### src/rtl/noc_pkg.sv
// noc_pkg: NoC opcodes, header bit layout, FSM state type and header packing shared by encoder and decoder
package noc_pkg;

    localparam logic [2:0] OP_MPUT   = 3'd4;
    localparam logic [2:0] OP_MGET   = 3'd5;
    localparam logic [2:0] OP_MLOAD  = 3'd6;
    localparam logic [2:0] OP_MSTORE = 3'd7;

    // Header beat: {3'b0, hl, code, 1'b0, src[5:0], field[11:0], dest[5:0]}
    localparam int HDR_DEST_LSB  = 0;
    localparam int HDR_FIELD_LSB = 6;
    localparam int HDR_SRC_LSB   = 18;
    localparam int HDR_CODE_LSB  = 25;
    localparam int HDR_HL_BIT    = 28;

    // Long-header burst length position, in header bit numbering
    localparam int LEN_PUT_LSB = 8;
    localparam int LEN_GET_LSB = 12;

    typedef enum logic [2:0] {
        ST_IDLE,
        ST_HDR1,
        ST_HDR2,
        ST_PAYLOAD,
        ST_RET,
        ST_WAIT_RSP
    } enc_state_e;

    function automatic logic is_put(input logic [2:0] code);
        return code == OP_MPUT || code == OP_MSTORE;
    endfunction

    function automatic logic [11:0] hdr_field(input logic hl, input logic [2:0] code,
                                              input logic [11:0] offset, input logic [3:0] len_log2);
        logic [11:0] f;
        f = is_put(code) ? 12'(len_log2) << (LEN_PUT_LSB - HDR_FIELD_LSB)
                         : 12'(len_log2) << (LEN_GET_LSB - HDR_FIELD_LSB);
        return hl ? f : offset;
    endfunction

    function automatic logic [31:0] hdr_pack(input logic hl, input logic [2:0] code, input logic [5:0] src,
                                             input logic [11:0] field, input logic [5:0] dest);
        logic [31:0] h;
        h = '0;
        h[HDR_DEST_LSB +: 6]  = dest;
        h[HDR_FIELD_LSB +: 12] = field;
        h[HDR_SRC_LSB +: 6]   = src;
        h[HDR_CODE_LSB +: 3]  = code;
        h[HDR_HL_BIT]         = hl;
        return h;
    endfunction

endpackage

### src/rtl/noc_encoder.sv
// noc_encoder: turns processor remote-memory requests into NoC AXI-stream packets; NOC_ENC_TIMEOUT_EN adds a response timeout
module noc_encoder
    import noc_pkg::*;
#(
    parameter int BW          = 32,
    parameter int BWB         = BW / 8,
    parameter int XY_SZ       = 3,
    parameter int TIMEOUT_CYC = 4096
) (
    input  logic                 clk_ctrl,
    input  logic                 clk_ctrl_rst,
    input  logic [2*XY_SZ-1:0]   HsrcId,
    input  logic                 req_valid,
    output logic                 req_ready,
    input  logic [2:0]           req_code,
    input  logic                 req_hl,
    input  logic [5:0]           req_dest,
    input  logic [11:0]          req_offset,
    input  logic [3:0]           req_len_log2,
    input  logic [31:0]          req_addr,
    input  logic [31:0]          req_ret,
    input  logic                 wr_valid,
    input  logic [BW-1:0]        wr_data,
    output logic                 wr_ready,
    output logic                 m_TVALID,
    output logic [BW-1:0]        m_TDATA,
    output logic [BWB-1:0]       m_TKEEP,
    output logic                 m_TLAST,
    input  logic                 m_TREADY,
    input  logic                 unblock,
    output logic                 core_wait,
    output logic                 rsp_timeout
);

    enc_state_e  state_q, state_d;
    logic [2:0]  code_q, code_d;
    logic        hl_q, hl_d;
    logic [31:0] hdr_q, hdr_d;
    logic [31:0] addr_q, addr_d;
    logic [31:0] ret_q, ret_d;
    logic [15:0] cnt_q, cnt_d;

    if (TIMEOUT_CYC < 1) begin : g_bad_timeout
        $error("TIMEOUT_CYC must be at least 1");
    end

`ifdef NOC_ENC_TIMEOUT_EN
    localparam int TW = $clog2(TIMEOUT_CYC + 1);
    logic [TW-1:0] tmo_q, tmo_d;
    logic          rsp_timeout_q, rsp_timeout_d;
    assign rsp_timeout = rsp_timeout_q;
`else
    assign rsp_timeout = 1'b0;
`endif

    assign m_TKEEP   = '1;
    assign core_wait = (state_q != ST_IDLE) && (code_q == OP_MLOAD || code_q == OP_MSTORE);

    // Next state, request latching and stream outputs; payload passes straight through from wr_* unbuffered
    always_comb begin
        state_d  = state_q;
        code_d   = code_q;
        hl_d     = hl_q;
        hdr_d    = hdr_q;
        addr_d   = addr_q;
        ret_d    = ret_q;
        cnt_d    = cnt_q;
        req_ready = 1'b0;
        wr_ready  = 1'b0;
        m_TVALID  = 1'b0;
        m_TDATA   = '0;
        m_TLAST   = 1'b0;
`ifdef NOC_ENC_TIMEOUT_EN
        tmo_d         = '0;
        rsp_timeout_d = 1'b0;
`endif
        case (state_q)
            ST_IDLE: begin
                req_ready = !clk_ctrl_rst;
                if (req_valid) begin
                    code_d  = req_code;
                    hl_d    = req_hl;
                    hdr_d   = hdr_pack(req_hl, req_code, 6'(HsrcId),
                                       hdr_field(req_hl, req_code, req_offset, req_len_log2), req_dest);
                    addr_d  = req_addr;
                    ret_d   = req_ret;
                    cnt_d   = req_hl ? 16'(1) << req_len_log2 : 16'd1;
                    state_d = ST_HDR1;
                end
            end
            ST_HDR1: begin
                if (!code_q[2]) begin
                    state_d = ST_IDLE;
                end else begin
                    m_TVALID = 1'b1;
                    m_TDATA  = BW'(hdr_q);
                    if (m_TREADY)
                        state_d = hl_q ? ST_HDR2 : (is_put(code_q) ? ST_PAYLOAD : ST_RET);
                end
            end
            ST_HDR2: begin
                m_TVALID = 1'b1;
                m_TDATA  = BW'(addr_q);
                if (m_TREADY)
                    state_d = is_put(code_q) ? ST_PAYLOAD : ST_RET;
            end
            ST_PAYLOAD: begin
                m_TVALID = wr_valid;
                wr_ready = m_TREADY;
                m_TDATA  = wr_data;
                m_TLAST  = cnt_q == 16'd1;
                if (wr_valid && m_TREADY) begin
                    cnt_d = cnt_q - 16'd1;
                    if (cnt_q == 16'd1)
                        state_d = (code_q == OP_MSTORE) ? ST_WAIT_RSP : ST_IDLE;
                end
            end
            ST_RET: begin
                m_TVALID = 1'b1;
                m_TDATA  = BW'(ret_q);
                m_TLAST  = 1'b1;
                if (m_TREADY)
                    state_d = (code_q == OP_MLOAD) ? ST_WAIT_RSP : ST_IDLE;
            end
            ST_WAIT_RSP: begin
                if (unblock)
                    state_d = ST_IDLE;
`ifdef NOC_ENC_TIMEOUT_EN
                tmo_d = tmo_q + 1'b1;
                if (!unblock && tmo_q == TW'(TIMEOUT_CYC - 1)) begin
                    rsp_timeout_d = 1'b1;
                    state_d       = ST_IDLE;
                end
`endif
            end
            default: state_d = ST_IDLE;
        endcase
    end

    // State and request latches; reset abandons any packet in flight at once
    always_ff @(posedge clk_ctrl or posedge clk_ctrl_rst) begin
        if (clk_ctrl_rst) begin
            state_q <= ST_IDLE;
            code_q  <= '0;
            hl_q    <= 1'b0;
            hdr_q   <= '0;
            addr_q  <= '0;
            ret_q   <= '0;
            cnt_q   <= '0;
        end else begin
            state_q <= state_d;
            code_q  <= code_d;
            hl_q    <= hl_d;
            hdr_q   <= hdr_d;
            addr_q  <= addr_d;
            ret_q   <= ret_d;
            cnt_q   <= cnt_d;
        end
    end

`ifdef NOC_ENC_TIMEOUT_EN
    // Response wait counter and registered one-cycle timeout pulse
    always_ff @(posedge clk_ctrl or posedge clk_ctrl_rst) begin
        if (clk_ctrl_rst) begin
            tmo_q         <= '0;
            rsp_timeout_q <= 1'b0;
        end else begin
            tmo_q         <= tmo_d;
            rsp_timeout_q <= rsp_timeout_d;
        end
    end
`endif

endmodule

### config.mk
export PLATFORM = sky130hd
export DESIGN_NAME = noc_encoder
export DESIGN_NICKNAME = d
export VERILOG_FILES = /design/src/rtl/noc_pkg.sv /design/src/rtl/noc_encoder.sv
export SDC_FILE = /design/constraint.sdc
export NUM_CORES = 1
export LEC_CHECK = 0
export BUFFER_PORTS_ARGS = -buffer_cell sky130_fd_sc_hd__buf_2
export CORE_UTILIZATION = 52
export DETAILED_ROUTE_END_ITERATION = 12
export PLACE_DENSITY = 0.8
export SETUP_SLACK_MARGIN = 0.1
export SYNTH_ARGS = -nofsm -noshare
export SYNTH_HDL_FRONTEND = slang
export SYNTH_SLANG_ARGS = --single-unit
### constraint.sdc
create_clock -name clk_ctrl -period 4 [get_ports clk_ctrl]
set_input_delay 0.2 -clock clk_ctrl [delete_from_list [all_inputs] [get_ports clk_ctrl]]
set_output_delay 0.2 -clock clk_ctrl [all_outputs]
set_load 0.05 [all_outputs]
# Word-level counts from Yosys, hierarchy flattened
# Cells that the tools add are included.
totals:
  wordCells: 66
  inputBits: 134
  register_bits: 115
  output_inout_bits: 42
classes:
  n_reduce_logical: 13
  mux: 26
  n_shift: 1
  addsub: 1
  n_eq_ne: 18
op_table:
  columns: ["cell", "count"]
  rows:
  - ["$pmux 32 s4", 1]
  - ["$mux 16", 3]
  - ["$mux 3", 12]
  - ["$pmux 16 s2", 1]
  - ["$mux 29", 1]
  - ["$eq 3x3->1 const B", 7]
  - ["$pmux 3 s6", 1]
  - ["$eq 16x1->1 const B", 1]
  - ["$shl 1x4->16 const A", 1]
  - ["$sub 16x1->16 const B", 1]
  - ["$mux 12", 1]
  - ["$ne 2x2->1 const B", 6]
  - ["$mux 10", 1]
  - ["$reduce_and 7->1", 1]
  - ["$eq 3x2->1 const B", 2]
  - ["$eq 3x1->1 const B", 1]
  - ["$logic_not 3->1", 1]
  - ["$logic_or 1x1->1", 3]
  - ["$mux 1", 3]
  - ["$ne 3x3->1 const B", 1]
  - ["$pmux 1 s3", 1]
  - ["$reduce_and 3->1", 1]
  - ["$reduce_bool 3->1", 1]
  - ["$logic_and 1x1->1", 2]
  - ["5 further kinds", 5]

# Logic depth before layout (Yosys ltp)
# Gate-level depths: netlist (run 1).
depth:
  word_depth: 7
  mapped_depth: 8
  ltp_nobuf: 6

# Worst setup path after synthesis (run 1)
# No wires, ideal clock.
synth_timing:
  path_type: "register to output"
  start: "register state_q[0]"
  end: "output m_TDATA[10]"
  stages_incl_launch_ff: 6
  path_slack_ps: 1631
  required_time_ps: 3800
  n_path_buf: 3
  arrival_ps: 2169
  path_cell_list: "dfrtp_1 -> buf_2 -> buf_2 -> buf_2 -> mux2i_1 -> o21ai_0"
synth_between:
  elab_chain_len: 2
  word_cells_on_any_way: 5
  classes_between: "eq/ne (4); mux (1)"
synth_lines:
  columns: ["item", "line", "text"]
  rows:
  - ["start: declaration", "noc_encoder.sv:35", "enc_state_e state_q, state_d;"]
  - ["start signal: assignment", "noc_encoder.sv:151", "state_q <= state_d;"]
  - ["$eq 3x3->1 (tied with other cells)", "noc_encoder.sv:77", "case (state_q)"]
  - ["$pmux 32 s4 *", "noc_encoder.sv:77", null]
  - ["end: declaration", "noc_encoder.sv:26", "output logic [BW-1:0] m_TDATA,"]
# Every way passes the cells marked *; elsewhere a longest branch is shown, timed or not.

# Final worst setup path (run 1)
layout_timing:
  start: "register state_q[0]"
  end: "output m_TDATA[7]"
# Same word-level chain as after synthesis.

==> run metrics, run 1 <==
hold path startpoint req_ret[14]; CP bufs+invs 2; Std-Cell Rows 38; critical path endpoint category primary output; most frequent cells in the layout 259 x nand2_1, 170 x buf_2, 110 x dfrtp_1; post-CTS resize count 0; Die Wd 109 um; CP startpoint state_q[0]$_DFFE_PP0P_; final-report setup violation count 0; largest net degree at the start of global routing 90; Post-synth EDFFs 0; Routed Antenna Nets 0; worst r2r src state_q[0]$_DFFE_PP0P_; vias in the first global route 5357; Starting Density 54.1%; Leak Pwr 3.71 nW; total number of yosys warnings 0; Synth Flop Type dfrtp_1; Slowest cell on crit path dfrtp_2; global route total overflow 0; Final HPWL DP 12000 um; Max-Cap Viols 0; Worst EP required 3.80 ns; most common cell after layout, fill and taps aside nand2_1; main combinational cell family by area after synthesis simple AND/OR/NAND/NOR gates; fraction of layout instances using a drive strength above 1 24.4%; initial antenna violation count 1; WS Path Type reg -> out; post-synthesis sequential area ratio 46.7%; Max Root-Sink Buffers 2; startpoint types register; worst slew pin tran 1.10 ns; CTS Sinks 111; RSZ-0062 raised after global routing no; Clk pin slew, worst setup/hold paths 0.07 ns; chip height 109 um; DIE AREA 11900 um2; Slew Limit Fails 0; nets 984; WL/cell 17.1 um; Clock Latency Late Sink 0.34 ns; core area 11000 um2; vias per inst 5.81; GRT Resource Usage Total 29.4%; Num CTS Buffers 9; IO Count 176; root buf cell clkbuf_16; setup_tns 0 ns; mux contribution to synthesized area 5.75%; dpl cell area 6800 um2; Synth Area in Adders 0.421%; Final Hold Viols 0; Synth Area in XOR/XNOR 0.295%; post-synthesis async set-or-reset flop share 100%; R2R setup slack 1.51 ns; Avg Inst Size Synth 8.36 um2; Crit path largest cell delay 0.83 ns; Routed Wire Length 17000 um; crit path cell chain nor2b_1, and3_1, buf_4, a22oi_1, o21ai_0, buf_2; drt drc 0; gpl congestion 0.916; WP data arrival 2.76 ns; delay-heaviest family, CP flip-flops; H-tree depth 3; Vias 5763; #FFs+latches synth 111; status finished, final reports clean; post-route minimum period 2.96 ns; pwr dens 774 nW/um2; Syn Inst Count 711; Max Fanout on Critical Path 30; peak supply drop 0.000450 V; Post-Synth Simple-Gate Area 25.0%; clk_skew 0.00623 ns; Final Cell Area 7080 um2; Final Core Density 64.4%; setup bufs post-CTS 0; global-route wire length before repair 26800 um; distinct cell type count after synthesis 68; number of buffers added on ports 170; drt pass-1 iters 5; Starting DRT DRC Count 556; Highest Clock Rate 337 MHz; CTS tree yes; min-delay worst type in -> reg; crit share post-route 74.1%; # hold bufs at CTS 0; relative slew slack 26.6%; compound-cell area share of the yosys netlist 16.5%; post-synthesis instance area 5940 um2; Area Growth Syn to Fin 19.1%
[final cells by class]
| type | count | area, um2 |
|---|---|---|
| multi-input cells | 536 | 2880 |
| diodes | 2 | 5.00 |
| fillers | 957 | 3910 |
| repair buffers | 179 | 918 |
| flip-flops and latches | 111 | 2780 |
| well taps | 140 | 175 |
| inverters | 11 | 43.8 |
| clock buffers | 10 | 229 |
| clock inverters | 3 | 47.5 |
[worst paths after layout]
path	end	cells past startpoint
setup reg to reg	cnt_q[3]$_DFFE_PP0P_	4
hold reg to reg	addr_q[20]$_DFFE_PP0P_	2
max in group asynchronous	hdr_q[20]$_DFFE_PP0P_	3
setup / recovery	m_TDATA[7]	6
hold / removal	ret_q[14]$_DFFE_PP0P_	3
min in group asynchronous	code_q[1]$_DFFE_PP0P_	2
[registers in the layout (all words and copies together), names as in the netlist]
signal / cells
state_q: 3
hdr_q: 25
code_q: 2
ret_q: 32
cnt_q: 16
hl_q: 1
addr_q: 32
[Yosys cell counts, drive strengths merged, types with 5 or more instances]
library cell / n / area share [%]
nor2: 27 / 1.7
clkbuf: 24 / 1.5
a221oi: 8 / 1.2
a31oi: 7 / 0.84
mux2i: 33 / 5.6
buf: 32 / 2.9
inv: 11 / 0.69
a22oi: 25 / 3.2
nor3: 12 / 1.1
o21ai: 54 / 4.5
nand3b: 5 / 0.63
dfrtp: 111 / 47
a21oi: 9 / 0.76
nand2b: 5 / 0.53
nand3: 10 / 0.84
a21o: 5 / 0.63
nand2: 260 / 16
[layer usage]
metal / share of wire (%) / GRT usage [%] / wire (um)
met1: 41 / 38.6 / 6900
met2: 49 / 48.8 / 8380
met3: 8.3 / 5.80 / 1410
met4: 1.8 / 9.75 / 298
met5: 0 / 0 / 0
[where the power goes]
part | switching (W) | internal (W) | total (W)
Sequential | 0.000454 | 0.00163 | 0.00209
Combinational | 0.00169 | 0.000831 | 0.00252
Clock | 0.000391 | 0.000478 | 0.000869
[worst min-delay path: stages]
cell	delay, ns
buf_2	0.07
nand2_1	0.04
nand2_1	0.04
[logic make-up (layout without fill, tap and decap cells)]
family,after synthesis,after routing
AND/OR/NAND/NOR,348,348
AO/OA/AOI/OAI,145,145
flip-flops,111,111
buffers and inverters,67,203
multiplexers,34,34
adder cells (fa/ha/maj),2,2
other,2,7
XOR/XNOR,2,2
[metrics by stage]
step                setup WS, ns  hold WS (ns)  std cells  total power (W)
floorplan                  0.869         0.305        714          0.00394
global placement            1.50         0.392        977          0.00451
detailed placement          1.42         0.394        977          0.00459
CTS                         1.06        0.0367        990          0.00547
global route               0.841        0.0464        990          0.00585
finish                      1.04        0.0439        992          0.00548
Note: power is estimated with default switching activity, not from simulation.
==> run 2: changes to the inputs <==
==> constraint.sdc (replaced) <==
create_clock -name clk_ctrl -period 3.05 [get_ports clk_ctrl]
set_input_delay 0.1525 -clock clk_ctrl [delete_from_list [all_inputs] [get_ports clk_ctrl]]
set_output_delay 0.1525 -clock clk_ctrl [all_outputs]
set_load 0.05 [all_outputs]
==> run metrics, run 2 (synthesis gave the netlist of run 1 again) <==
status finished, final reports clean (unchanged); Slew Limit Fails 0 (unchanged); clock network fraction of design power 15.5% (was 15.9%); vias per inst 5.80 (was 5.81); final-report setup violation count 0 (unchanged); Num CTS Buffers 9 (unchanged); global-route wire length before repair 26700 um (was 26800 um); core area 11000 um2 (unchanged); initial antenna violation count 1 (unchanged); Max Fanout on Critical Path 20 (was 30); global route total overflow 0 (unchanged); DIE AREA 11900 um2 (unchanged); hold slack 0.000627 ns (was 0.0439 ns); Sw Pwr 0.00339 W (was 0.00254 W); Routed Wire Length 17100 um (was 17000 um); largest net degree at the start of global routing 77 (was 90); delay-heaviest family, CP simple AND/OR/NAND/NOR gates (was flip-flops); register share of total power 37.4% (was 38.1%); clk_skew 0.00910 ns (was 0.00623 ns); met3 GRT Util 4.48% (was 5.80%); met1 Usage GRT 38.2% (was 38.6%); WL/cell 16.9 um (was 17.1 um); Starting Density 54.1% (unchanged); peak supply drop 0.000544 V (was 0.000450 V); fraction of layout instances using a drive strength above 1 24.4% (about the same); CP bufs+invs 1 (was 2); relative slew slack 42.2% (was 26.6%); setup bufs post-CTS 0 (unchanged); root buf cell clkbuf_16 (unchanged); IO Count 176 (unchanged); Slowest cell on crit path dfrtp_1 (was dfrtp_2); design internal power 0.00382 W (was 0.00294 W); post-route minimum period 2.77 ns; pwr dens 990 nW/um2 (was 774 nW/um2); Final Hold Viols 0 (unchanged); Area Growth Syn to Fin 22.7% (was 19.1%); number of buffers added on ports 170 (unchanged); crit share post-route 91.0%; Worst EP required 2.90 ns (was 3.80 ns); WP data arrival 2.62 ns (was 2.76 ns); nets 1004 (was 984); Clk pin slew, worst setup/hold paths 0.08 ns (was 0.07 ns); crit path cell chain nand3b_1, nor3_1, a21o_1, buf_2 (was nor2b_1, and3_1, buf_4, a22oi_1, o21ai_0, buf_2); Starting DRT DRC Count 486 (was 556); biggest regs addr_q: 32 flops, ret_q: 32 flops, hdr_q: 25 flops (unchanged); drt drc 0 (unchanged); Sw Ratio 47.0% (was 46.3%); worst slew pin tran 0.867 ns (was 1.10 ns); min-delay worst type in -> reg (unchanged); fillers 916 (was 957); CTS Sinks 111 (unchanged); Leak Pwr 3.79 nW (was 3.71 nW); Crit path largest cell delay 0.73 ns (was 0.83 ns); area of the multi-input gates 2880 um2 (about the same); Die Wd 109 um (unchanged); Std-Cell Rows 38 (unchanged); Highest Clock Rate 360 MHz; gpl congestion 0.949 (was 0.916); total power 0.00722 W (was 0.00548 W); GRT Resource Usage Total 29.3% (was 29.4%); WS Path Type reg -> out (unchanged); register area 2780 um2 (unchanged); Final HPWL DP 12200 um (was 12000 um); chip height 109 um (unchanged); Routed Antenna Nets 0 (unchanged); power share of the combinational group 47.2% (was 46.1%); most frequent cells in the layout 259 x nand2_1, 170 x buf_2, 110 x dfrtp_1 (unchanged); Vias 5879 (was 5763); GRT Max-Usage Layer met2 (unchanged); drt pass-1 iters 9 (was 5); critical path endpoint category primary output (unchanged); setup_tns 0 ns (unchanged); Clock Latency Late Sink 0.34 ns (about the same); Max Root-Sink Buffers 2 (unchanged); vias in the first global route 5473 (was 5357); RSZ-0062 raised after global routing no (unchanged); CTS tree yes (unchanged); Max-Cap Viols 0 (unchanged); startpoint types register (unchanged); met2 usage 49.3% (was 48.8%); most common cell after layout, fill and taps aside nand2_1 (unchanged); H-tree depth 3 (unchanged)
==> run 2: cell count changes in the layout (fill, tap and decap cells not counted), sizes merged <==
cell         before  now
clkinvlp          0    3
clkinv            2    3
clkbuf           10    9
bufinv            1    0
dlygate4sd3       0   17
diode             2    1
buf             179  182
==> run 2: path summary, 6_finish.rpt <==
kind | from | to | slack, ns | cells after the start
min reg2reg | addr_q[6]$_DFFE_PP0P_ | addr_q[6]$_DFFE_PP0P_ | 0.48 | 2
max reg2reg | state_q[1]$_DFFE_PP0P_ | cnt_q[3]$_DFFE_PP0P_ | 0.67 | 4
min | HsrcId[3] | hdr_q[21]$_DFFE_PP0P_ | 0.0006 | 3
max in group asynchronous | clk_ctrl_rst | ret_q[23]$_DFFE_PP0P_ | 1.83 | 4
max | state_q[1]$_DFFE_PP0P_ | m_TLAST | 0.28 | 4
min in group asynchronous | clk_ctrl_rst | code_q[1]$_DFFE_PP0P_ | 0.35 | 3
==> run 2: stage by stage <==
step	util, %	worst slack (ns)	cells	cell area [um2]
2_1_floorplan	-	0.728	714	5960
3_3_place_gp	62.2	0.672	980	6830
3_5_place_dp	62.2	0.575	980	6830
4_1_cts	66.3	0.208	1012	7280
5_1_grt	66.4	0.138	1012	7290
6_report	66.4	0.275	1013	7290
==> run 2: power groups by stage <==
stage               combinational [W]  sequential [W]  clock (W)
floorplan                     0.00269         0.00248          0
global placement              0.00324         0.00268          0
detailed placement            0.00337         0.00270          0
CTS                           0.00339         0.00268    0.00113
global route                  0.00375         0.00276    0.00120
finish                        0.00340         0.00270    0.00112
==> run 2: layout make-up <==
class,instances,share of cell area [%]
antenna,1,0.0343
clock buffer,9,3.09
clock inverter,6,0.789
inverter,11,0.618
multi-input combinational,536,39.6
sequential,111,38.1
tap,140,2.40
timing repair buffer,199,15.4
==> run 2: repair_timing <==
action	in CTS	in global routing
endpoints found under the hold margin	31	0
setup endpoints to repair	0	3
gates resized for setup	0	1
hold buffers	17	0
==> run 2: metal layers <==
| metal | wire, um | vias to the layer above |
|---|---|---|
| met5 | 0 | - |
| met3 | 1370 | 43 |
| li1 | - | 2737 |
| met2 | 8290 | 322 |
| met4 | 417 | 0 |
| met1 | 7040 | 2777 |
==> run 2: worst reg2reg max path, stage by stage (launching register included) <==
cell	delay (ns)
dfrtp_1	0.61
or3b_1	0.48
a21oi_1	0.71
o21ai_0	0.20
a22o_1	0.27
